`config.mk`:
```
export PLATFORM = sky130hd
export DESIGN_NAME = sched_insert_search_flat
export DESIGN_NICKNAME = d
export VERILOG_FILES = /design/src/rtl/sched_insert_search_if.sv /design/src/rtl/sched_insert_search.sv /design/src/flat_wrapper.sv
export SDC_FILE = /design/constraint.sdc
export NUM_CORES = 1
export LEC_CHECK = 0
export BUFFER_PORTS_ARGS = -buffer_cell sky130_fd_sc_hd__buf_2
export CAP_MARGIN = 5
export CORE_AREA = 5 5 233 235
export CTS_BUF_LIST = sky130_fd_sc_hd__clkbuf_4
export DETAILED_ROUTE_END_ITERATION = 16
export DIE_AREA = 0 0 238 240
export PLACE_DENSITY = 0.32
export SYNTH_ARGS = -nofsm -noshare
export SYNTH_HDL_FRONTEND = slang
export SYNTH_SLANG_ARGS = --single-unit
export TNS_END_PERCENT = 100
```
`constraint.sdc`:
```
create_clock -name clk -period 5.3 [get_ports clk]
set_clock_uncertainty 0.15 [all_clocks]
set_input_delay 0.53 -clock clk [delete_from_list [all_inputs] [get_ports clk]]
set_output_delay 0.53 -clock clk [all_outputs]
set_load 0.02 [all_outputs]
```
`src/rtl/sched_insert_search_if.sv`:
```
// sched_insert_search_if: request/response handshake plus the sorted table the search reads.
interface sched_insert_search_if #(
  parameter int DEPTH = 16,
  parameter int KEY_W = 32,
  parameter int TAG_W = 4
);
  localparam int IDX_W = $clog2(DEPTH) + 1;
  logic                   req_valid;
  logic                   req_ready;
  logic [KEY_W-1:0]       req_key;
  logic [TAG_W-1:0]       req_tag;
  logic [DEPTH*KEY_W-1:0] tbl_keys;
  logic [IDX_W-1:0]       tbl_count;
  logic                   rsp_valid;
  logic                   rsp_ready;
  logic [IDX_W-1:0]       rsp_pos;
  logic [KEY_W-1:0]       rsp_key;
  logic [TAG_W-1:0]       rsp_tag;
  modport master (
    output req_valid, req_key, req_tag, tbl_keys, tbl_count, rsp_ready,
    input  req_ready, rsp_valid, rsp_pos, rsp_key, rsp_tag
  );
  modport slave (
    input  req_valid, req_key, req_tag, tbl_keys, tbl_count, rsp_ready,
    output req_ready, rsp_valid, rsp_pos, rsp_key, rsp_tag
  );
endinterface

```
`src/rtl/sched_insert_search.sv`:
```
// sched_insert_search: binary search for the upper-bound insertion slot in a sorted table.
// Optional macro SCHED_SEARCH_FASTPATH_EN resolves out-of-range keys directly at accept.
module sched_insert_search #(
  parameter int DEPTH = 16,
  parameter int KEY_W = 32,
  parameter int TAG_W = 4
) (
  input logic clk,
  input logic rst,
  sched_insert_search_if.slave bus
);
  localparam int IDX_W = $clog2(DEPTH) + 1;
  typedef enum logic [1:0] {IDLE, SEARCH, DONE} state_t;
  state_t state, state_n;
  logic [IDX_W-1:0] lo, hi, n, mid, pos, fast_pos;
  logic [IDX_W:0]   sum;
  logic [KEY_W-1:0] key;
  logic [KEY_W-1:0] tbl [DEPTH];
  logic [TAG_W-1:0] tag;
  logic             fast, ge_mid;
  for (genvar i = 0; i < DEPTH; i++) begin : g_tbl
    assign tbl[i] = bus.tbl_keys[i*KEY_W +: KEY_W];
  end
  assign n      = bus.tbl_count > IDX_W'(DEPTH) ? IDX_W'(DEPTH) : bus.tbl_count;
  assign sum    = {1'b0, lo} + {1'b0, hi};
  assign mid    = sum[IDX_W:1];
  // lo < hi whenever mid is used, so mid never reaches DEPTH
  assign ge_mid = key >= tbl[mid[IDX_W-2:0]];
`ifdef SCHED_SEARCH_FASTPATH_EN
  logic [IDX_W-1:0] last;
  logic             below;
  assign last     = n - IDX_W'(1);
  assign below    = n == '0 || bus.req_key < tbl[0];
  assign fast     = below || bus.req_key >= tbl[last[IDX_W-2:0]];
  assign fast_pos = below ? '0 : n;
`else
  assign fast     = 1'b0;
  assign fast_pos = '0;
`endif
  always_ff @(posedge clk)
    if (rst) state <= IDLE;
    else     state <= state_n;
  always_comb begin
    state_n = state == IDLE   ? (bus.req_valid ? (fast ? DONE : SEARCH) : IDLE)
            : state == SEARCH ? (lo == hi ? DONE : SEARCH)
            : (bus.rsp_ready ? IDLE : DONE);
  end
  always_comb begin
    bus.req_ready = state == IDLE;
    bus.rsp_valid = state == DONE;
  end
  always_ff @(posedge clk) begin
    if (rst) begin
      lo  <= '0;
      hi  <= '0;
      pos <= '0;
      key <= '0;
      tag <= '0;
    end else if (state == IDLE && bus.req_valid) begin
      key <= bus.req_key;
      tag <= bus.req_tag;
      lo  <= '0;
      hi  <= n;
      if (fast) pos <= fast_pos;
    end else if (state == SEARCH) begin
      if (lo == hi) pos <= lo;
      else if (ge_mid) lo <= mid + IDX_W'(1);
      else hi <= mid;
    end
  end
  assign bus.rsp_pos = pos;
  assign bus.rsp_key = key;
  assign bus.rsp_tag = tag;
endmodule

```
`src/flat_wrapper.sv`:
```
// flat-port wrapper written by rule: the top's interface ports become plain ports
module sched_insert_search_flat 
#(
  parameter int DEPTH = 16,
  parameter int KEY_W = 32,
  parameter int TAG_W = 4
)
  (clk, rst, bus_req_valid, bus_req_key, bus_req_tag, bus_tbl_keys, bus_tbl_count, bus_rsp_ready, bus_req_ready, bus_rsp_valid, bus_rsp_pos, bus_rsp_key, bus_rsp_tag);
  sched_insert_search_if #(.DEPTH(DEPTH), .KEY_W(KEY_W), .TAG_W(TAG_W)) bus_i ();
  input logic clk;
  input logic rst;
  input wire logic [$bits(bus_i.req_valid)-1:0] bus_req_valid;
  input wire logic [$bits(bus_i.req_key)-1:0] bus_req_key;
  input wire logic [$bits(bus_i.req_tag)-1:0] bus_req_tag;
  input wire logic [$bits(bus_i.tbl_keys)-1:0] bus_tbl_keys;
  input wire logic [$bits(bus_i.tbl_count)-1:0] bus_tbl_count;
  input wire logic [$bits(bus_i.rsp_ready)-1:0] bus_rsp_ready;
  output wire logic [$bits(bus_i.req_ready)-1:0] bus_req_ready;
  output wire logic [$bits(bus_i.rsp_valid)-1:0] bus_rsp_valid;
  output wire logic [$bits(bus_i.rsp_pos)-1:0] bus_rsp_pos;
  output wire logic [$bits(bus_i.rsp_key)-1:0] bus_rsp_key;
  output wire logic [$bits(bus_i.rsp_tag)-1:0] bus_rsp_tag;
  assign bus_i.req_valid = bus_req_valid;
  assign bus_i.req_key = bus_req_key;
  assign bus_i.req_tag = bus_req_tag;
  assign bus_i.tbl_keys = bus_tbl_keys;
  assign bus_i.tbl_count = bus_tbl_count;
  assign bus_i.rsp_ready = bus_rsp_ready;
  assign bus_req_ready = bus_i.req_ready;
  assign bus_rsp_valid = bus_i.rsp_valid;
  assign bus_rsp_pos = bus_i.rsp_pos;
  assign bus_rsp_key = bus_i.rsp_key;
  assign bus_rsp_tag = bus_i.rsp_tag;
  sched_insert_search #(.DEPTH(DEPTH), .KEY_W(KEY_W), .TAG_W(TAG_W)) u_core (.clk(clk), .rst(rst), .bus(bus_i));
endmodule
```
## After elaboration in Yosys (flattened, before gate mapping)

Index checks and enable logic that the tools add are counted.

- Add/sub/neg operators: 2
- $mul: 0
- Div/mod/pow operators: 0
- Order comparisons: 3
- Equal/unequal tests: 5
- Shift operators: 0
- Muxes and demuxes: 13
- Bitwise logic cells: 3
- Reduce and logical (&&, ||, !) cells: 7

Operators with widths:

| cell | number |
|---|---|
| $bmux 32 s4 | 1 |
| $mux 32 | 2 |
| $ge 32x32->1 | 1 |
| $mux 5 | 5 |
| $reduce_and 3->1 | 3 |
| $mux 2 | 4 |
| $add 5x5->6 | 1 |
| $add 5x1->5 const B | 1 |
| $eq 5x5->1 | 1 |
| $ge 5x5->1 const B | 1 |
| $gt 5x5->1 const B | 1 |
| $not 4->5 | 1 |
| $ne 2x2->1 const B | 2 |
| $eq 2x1->1 const B | 1 |
| $eq 2x2->1 const B | 1 |
| $logic_not 2->1 | 1 |
| $not 1->1 | 2 |
| $reduce_bool 2->1 | 1 |
| $reduce_or 2->1 | 1 |
| $logic_and 1x1->1 | 1 |
| $mux 1 | 1 |

- Flip-flop bits (word level): 53
- Latch bits: 0
- Bits in writable memories: 0
- Bits in read-only memories: 0
- Bits of input ports: 557
- Output and inout bits: 43
- Logic and storage cells: 39
- Memories: 0

## Longest topological paths before layout

Gate-level depths: netlist (run 1).

- Word-level depth: 10
- Mapped depth: 18
- Mapped depth without buffers: 16

## Worst setup path before layout (run 1)

No wires, ideal clock.

- Kind: register to register
- Start: reg u_core.hi[0]
- End: reg u_core.hi[1]
- Setup time: 0.117 ns
- Data arrival time: 4.521 ns
- Path slack: 0.511 ns
- Cell stages (with the launch flop): 18
- Path buffers: 4
- Period minus slack after synthesis: 4.789 ns
- Cell sequence: dfxtp_1 ha_1 fa_1 buf_2 buf_1 nand2_1 nor2_1 clkbuf_1 a32oi_1 o221ai_1 ha_1 nand4_2 or4_4 or3_4 a21o_1 buf_6 a21o_1 a32o_1

- Longest elaborated chain between the ends: 8
- Elaborated cells between the ends (all ways): 14
- Classes of those cells: add/sub (1); order compare (1); eq/ne (3); mux (7); bitwise (1); reduce/logical (1)

Ends and longest elaborated chain:

| what | line | source |
|---|---|---|
| start: declaration | sched_insert_search.sv:15 | `logic [IDX_W-1:0] lo, hi, n, mid, pos, fast_pos;` |
| start signal: assignment | sched_insert_search.sv:63 | `hi <= n;` |
| start signal: assignment | sched_insert_search.sv:68 | `else hi <= mid;` |
| $add 5x5->6 | sched_insert_search.sv:25 | `assign sum = {1'b0, lo} + {1'b0, hi};` |
| $not 4->5 (not written as such) | sched_insert_search.sv:28 | `assign ge_mid = key >= tbl[mid[IDX_W-2:0]];` |
| $bmux 32 s4 | sched_insert_search.sv:28 |  |
| $mux 32 (not written as such) (2 in a row) | sched_insert_search.sv:28 |  |
| $ge 32x32->1 | sched_insert_search.sv:28 |  |
| $ne 2x2->1 (no line) | n/a |  |
| $reduce_and 3->1 (no line) | n/a |  |

Several ways; a longest one is shown, not always the timed one. The select of a mux whose other input is x is not followed.
A chain may end at the register's enable or synchronous reset.

## Worst setup path in the final report (run 1)

- Start: reg u_core.hi[0]
- End: reg u_core.hi[4]

Same word-level chain as after synthesis.

==> results of run 1 <==
## what timing repair did
item | 4_1_cts | 5_1_grt
buffers inserted | 1 | 1
endpoints found under the hold margin | 0 | 0
cloned | 0 | 1
pin swaps | 1 | 8
setup endpoints to repair | 7 | 10
resized for setup | 3 | 22
## cell type report
cell class	count	area [um2]	area share, %
Timing Repair Buffer	666	3659	31.45
Sequential cell	53	1064	9.144
Clock buffer	5	37.54	0.3227
Antenna cell	26	65.06	0.5594
Multi-Input combinational cell	633	5869	50.46
Tap cell	688	860.8	7.401
Clock inverter	3	46.29	0.3980
Inverter	6	30.03	0.2582
## placed cells by master (no fill, tap or decap), types with 6 or more instances in the layout
cell type,Yosys,final
a21oi_1,70,70
nand3_1,13,13
mux2_2,25,25
o21ai_0,16,16
a32oi_1,28,27
dfxtp_1,53,51
buf_12,0,9
nor2_1,28,25
mux4_2,95,95
buf_2,25,599
o221ai_1,27,25
diode_2,0,26
ha_1,38,38
mux2i_1,30,30
buf_4,3,54
nor3_1,11,9
nand2_1,157,152
nor4_1,6,6
o211ai_1,7,7
## flip-flops by register name, indices dropped and copies added (netlist names)
| register | count |
|---|---|
| u_core.lo | 5 |
| u_core.bus.rsp_tag | 4 |
| u_core.state | 2 |
| u_core.bus.rsp_key | 32 |
| u_core.bus.rsp_pos | 5 |
| u_core.hi | 5 |
## worst paths after layout
check / slack (ns) / to / start
worst max-delay path: 0.25 / u_core.hi[4] / u_core.hi[0]
worst min-delay path: 0.15 / u_core.bus.rsp_tag[0] / bus_req_tag[0]
worst max register to register: 0.25 / u_core.hi[4] / u_core.hi[0]
worst min register to register: 0.32 / u_core.bus.rsp_tag[1] / u_core.bus.rsp_tag[1]
## per-stage QoR
stage	power (mW)	hold slack, ns	utilization, %	instances	TNS [ns]
floorplan	1.618	0.3318	-	759	0
global placement	2.568	0.2927	21.76	2043	-0.3641
detailed placement	2.558	0.2983	21.76	2043	-0.2891
CTS	2.849	0.06527	21.96	2052	0
global route	3.039	0.08624	22.29	2066	0
finish	2.822	0.1487	22.36	2080	0
## cells by family after synthesis
| family | after synthesis | share of synthesized area (%) |
|---|---|---|
| AO/OA/AOI/OAI | 194 | 19.37 |
| XOR/XNOR | 4 | 0.5988 |
| adder cells (fa/ha/maj) | 39 | 6.973 |
| buffers and inverters | 73 | 4.561 |
| flip-flops | 53 | 14.93 |
| multiplexers | 150 | 38.30 |
| AND/OR/NAND/NOR | 246 | 15.27 |
## power breakdown
group	switching [mW]	leakage [nW]	internal (mW)	total (mW)
logic	1.09	4.67	0.986	2.08
clock network	0.161	0.0416	0.0999	0.260
registers	0.0535	0.435	0.432	0.486
total	1.30	5.14	1.52	2.82
## critical path, cell delays in order, from the launching register on
cell	delay (ns)
dfxtp_1	0.36
ha_1	0.24
fa_4	0.45
xnor2_1	0.16
buf_4	0.18
inv_8	0.13
buf_12	0.18
mux4_2	0.49
mux2_2	0.30
o221ai_1	0.18
buf_4	0.14
ha_1	0.13
nand4_1	0.19
or4_4	0.57
or3_4	0.39
a21o_4	0.24
buf_4	0.16
a31o_2	0.23
o32ai_1	0.09
## routing by layer
layer  part of all wire (%)  GRT usage [%]  vias to the layer above
met4                    1.4          4.748                       26
met1                     42          25.46                     4642
li1                       -              -                     4292
met2                     47          32.19                      485
met3                    9.1          7.272                       69
met5                   0.25              0                        -
==> impl_metrics.toml, run 1 <==
[logic_synthesis]
syn-num-nets = 1355
ys_async_sr_fraction_pct = 0
synth_seq_cells = 53
postSynthCellCount = 759
synthesis.area_mm2 = 0.007106
synth_top_cell_by_area = "mux4_2"
ys_types = 63
ys_seq_area_share_pct = 14.93
ys_warn_count = 0
synth.most_common_cell = "nand2_1"
synth_edf_count = 0
synthTopCellsByArea = "mux4_2 (30%), dfxtp_1 (15%), nand2_1 (8.3%), ha_1 (6.7%), a21oi_1 (4.9%)"
ys.flop_type = "dfxtp_1"
synth_common_cells = "nand2_1 (157), mux4_2 (95), a21oi_1 (70)"
synth_top_area_share_pct = 30.11
syn_avg_cell_area_um2 = 9.362

[place]
dp_slack_ns = -0.1376
io_buffers = 599
place.gp.congestion = 0.9396
hpwl_um = 54330
placed_cell_area_mm2 = 0.01132

[worst_setup_path]
cp.required_ns = 5.51
worstPathArrival_ns = 5.26
worstSetupPathType = "reg -> reg"
cp-end-kind = "flip-flop"
critical_path_peak_fanout = 12
startpoint_type = "flip-flop"
reg2regPathDepth = 18

[timing]
worst_slew_pin_slew_ns = 0.8521
min_period_ns = 5.054
hold_viol_final = 0
clock.fmax_ghz = 0.1978
rsz0062_at_grt = "false"
finalCritPeriodShare_pct = 95.37
setup_violations = 0
slew_viol_final = 0
fin_ws_ns = 0.2455
slew_headroom_pct = 43.19

[power]
peakVddDrop_mv = 0.1029
p_per_area_mw_per_mm2 = 242.6
leakagePower_nw = 5.144

[layout]
nets = 1961
area_growth_pct = 63.69
drive_above_1_share_pct = 60.91
design_area_mm2 = 0.01163
nFillCells = 5857

[floorplanning]
die_area_mm2 = 0.05712
die_w_um = 238
coreArea_mm2 = 0.05202
rows = 84
ioPinCount = 600
die_h_um = 240
start_util_pct = 13.66

[routing]
drcViolationCount = 0
drt_iter0_drc = 514
wl_per_cell_um = 29.37
drtAntennaViolNets = 0
totalWireLength_um = 61100
via_per_inst = 4.574
num_vias = 9514
dr.pass1.iters = 5

[outcome]
outcome = "finished clean"

[clocking]
hold_buffers = 0
clk_pin_slew_worst_paths_ns = 0.19
clock_path_buffers = 2
cts_root_buf = "clkbuf_4"
clk_latency_ns = 0.43
cts_tree = "built"
htree_levels = 2
cts_buffers = 5
cts_sinks = 53

[global_route]
grt_first_pass_wirelength_um = 79520
grt_max_degree = 50
antenna_found_initial = 56
grt-ovfl-total = 0
grt_use_total_pct = 19.90
grt_pass1_vias = 9873

[hold_path]
holdPathStages = 3
hp-class = "in -> reg"

[job]
max_cap_viol_count = 0
No activity file was read; power rests on OpenSTA's default activity.
==> inputs of run 2 (changes only) <==
ABC_AREA = 1   (was not set)
CORE_AREA = 5 5 228 230   (was 5 5 233 235)
DIE_AREA = 0 0 233 235   (was 0 0 238 240)
PLACE_DENSITY = 0.36   (was 0.32)
==> run 2 against run 1 <==
  * First-iteration DRC count grew 39%
  * Cell count rose by 35%
  * Sequential power grew 18%
  * Routed wire length shrank 7.1%
  * Utilization is 1.6 points higher
  * Largest cell class unchanged
==> impl_metrics.toml, run 2 <==
[timing]
worst_slew_pin_slew_ns = 0.6551
slew_headroom_pct = 55.64
min_period_ns = 4.806
setup_tns_ns = 0
finalCritPeriodShare_pct = 90.69
hold_viol_final = 0
setup_violations = 0
slew_viol_final = 0
rsz0062_at_grt = "false"
clock.fmax_ghz = 0.2081
fin_ws_ns = 0.4936
hold_ws_ns = 0.1494

[worst_setup_path]
critPathMaxStageDelay_ns = 0.87
worstPathArrival_ns = 5.04
worst_path_most_repeated_cell = "nand2_1"
critical_path_peak_fanout = 56
cp.required_ns = 5.54
cp-end-kind = "flip-flop"
worstSetupPathType = "reg -> reg"
reg2regPathDepth = 28
startpoint_type = "flip-flop"
cpMaxStageDelayCell = "fa_4"

[job]
max_cap_viol_count = 0

[clocking]
cts_post_setup_buffers_inserted = 0
clk_pin_slew_worst_paths_ns = 0.19
hold_buffers = 0
clock_path_buffers = 2
htree_levels = 2
cts_resized = 0
cts_sinks = 53
cts_tree = "built"
clk_latency_ns = 0.43
cts_buffers = 5
cts_root_buf = "clkbuf_4"

[power]
p_switching_mw = 3.363
pwr-share-seq_pct = 10.7
pwr-share-clk_pct = 4.1
peakVddDrop_mv = 0.2475
internal_power_mw = 2.018
switching_share_pct = 62.50
p_per_area_mw_per_mm2 = 451.4
leakagePower_nw = 6.854
p_comb_share_pct = 85.3

[global_route]
grt-ovfl-total = 0
grt_first_pass_wirelength_um = 81300
grt_max_degree = 122
grt_pass1_vias = 12738
grt_use_total_pct = 19.53
antenna_found_initial = 19

[layout]
area_growth_pct = 45.18
mostFrequentLayoutCell = "nand2_1"
drive_above_1_share_pct = 30.33
largest_register_ffs = 32
final_cell_mix = "nand2_1 (738), buf_2 (599), nor2_1 (188), o21ai_0 (102), a21oi_1 (100)"
nets = 2728

[place]
place.gp.congestion = 0.9004
io_buffers = 599
hpwl_um = 47660
dp_slack_ns = 0.4244

[logic_synthesis]
syn_avg_cell_area_um2 = 5.103
synth_common_cells = "nand2_1 (738), nor2_1 (188), o21ai_0 (102)"
synth_edf_count = 0
syn-num-nets = 2205
synthTopCellsByArea = "nand2_1 (34%), dfxtp_1 (13%), nor2_1 (8.6%), o21ai_0 (6.2%), a21oi_1 (6.1%)"
ys_types = 36
ys_seq_area_share_pct = 12.92
synth_seq_cells = 53
synth_top_area_share_pct = 33.74
ys_warn_count = 0
synth.most_common_cell = "nand2_1"
postSynthCellCount = 1609
ys_async_sr_fraction_pct = 0
synth_top_cell_by_area = "nand2_1"
ys.flop_type = "dfxtp_1"
synthesis.area_mm2 = 0.008210

[routing]
totalWireLength_um = 56760
wl_per_cell_um = 20.16
drcViolationCount = 0
drt_iter0_drc = 717
num_vias = 12274
drtAntennaViolNets = 0
via_per_inst = 4.359
dr.pass1.iters = 5

[hold_path]
holdPathStages = 2
hp-class = "in -> reg"

[floorplanning]
die_w_um = 233
ioPinCount = 600
start_util_pct = 16.53
die_h_um = 235
rows = 82
coreArea_mm2 = 0.04966
die_area_mm2 = 0.05476

[outcome]
outcome = "finished clean"
## run 2: cell families after synthesis
family / share of synthesized area [%]
compound gates: 23.47
xor+xnor: 0.3201
fa+ha+maj: 6.035
buf+inv: 10.53
flops: 12.92
simple gates: 46.72
## run 2: worst paths after layout
check	start	to	slack, ns
max	u_core.lo[0]	u_core.hi[4]	0.49
min	bus_rsp_ready	u_core.state[1]	0.15
max reg2reg	u_core.lo[0]	u_core.hi[4]	0.49
min reg2reg	u_core.state[1]	u_core.state[1]	0.34
## run 2: layout make-up
cell class,instances,area [um2]
fillers,5993,37740
multi-input cells,1364,6301
repair buffers,631,3326
flip-flops and latches,53,1061
well taps,672,840.8
inverters,77,297.8
clock buffers,5,37.54
clock inverters,3,28.78
diodes,11,27.53
## run 2: power by group through the flow
stage	Sequential [mW]	Combinational [mW]	Clock, mW
after floorplan	0.628	2.87	0
after global placement	0.589	4.66	0
after detailed placement	0.588	4.67	0
after CTS	0.580	4.70	0.236
after global routing	0.586	5.22	0.247
final	0.574	4.59	0.219
## run 2: routing by layer
layer / wire length (um) / up-vias / track usage [%]
met5: 80 / - / 0
met4: 873 / 12 / 4.135
met3: 3325 / 50 / 3.489
met2: 28930 / 404 / 36.13
met1: 23550 / 5558 / 23.44
li1: - / 6250 / -
## run 2: critical path, delay by kind of cell, from the launching register on
| kind | cells | cell delay (ns) |
|---|---|---|
| and+or+nand+nor | 17 | 1.38 |
| buffers and inverters | 6 | 0.80 |
| DFF | 1 | 0.38 |
| adders and majority gates | 3 | 1.30 |
| AOI/OAI and AO/OA | 2 | 0.67 |
## run 2: metrics by stage
| step | utilization (%) | power, mW | std cells | cell area, um2 |
|---|---|---|---|---|
| CTS | 23.95 | 5.513 | 2805 | 11890 |
| global route | 23.99 | 6.051 | 2814 | 11920 |
| finish | 24.00 | 5.381 | 2816 | 11920 |
| global placement | 23.82 | 5.248 | 2797 | 11830 |
| floorplan | - | 3.503 | 1609 | 8210 |
| detailed placement | 23.82 | 5.260 | 2797 | 11830 |
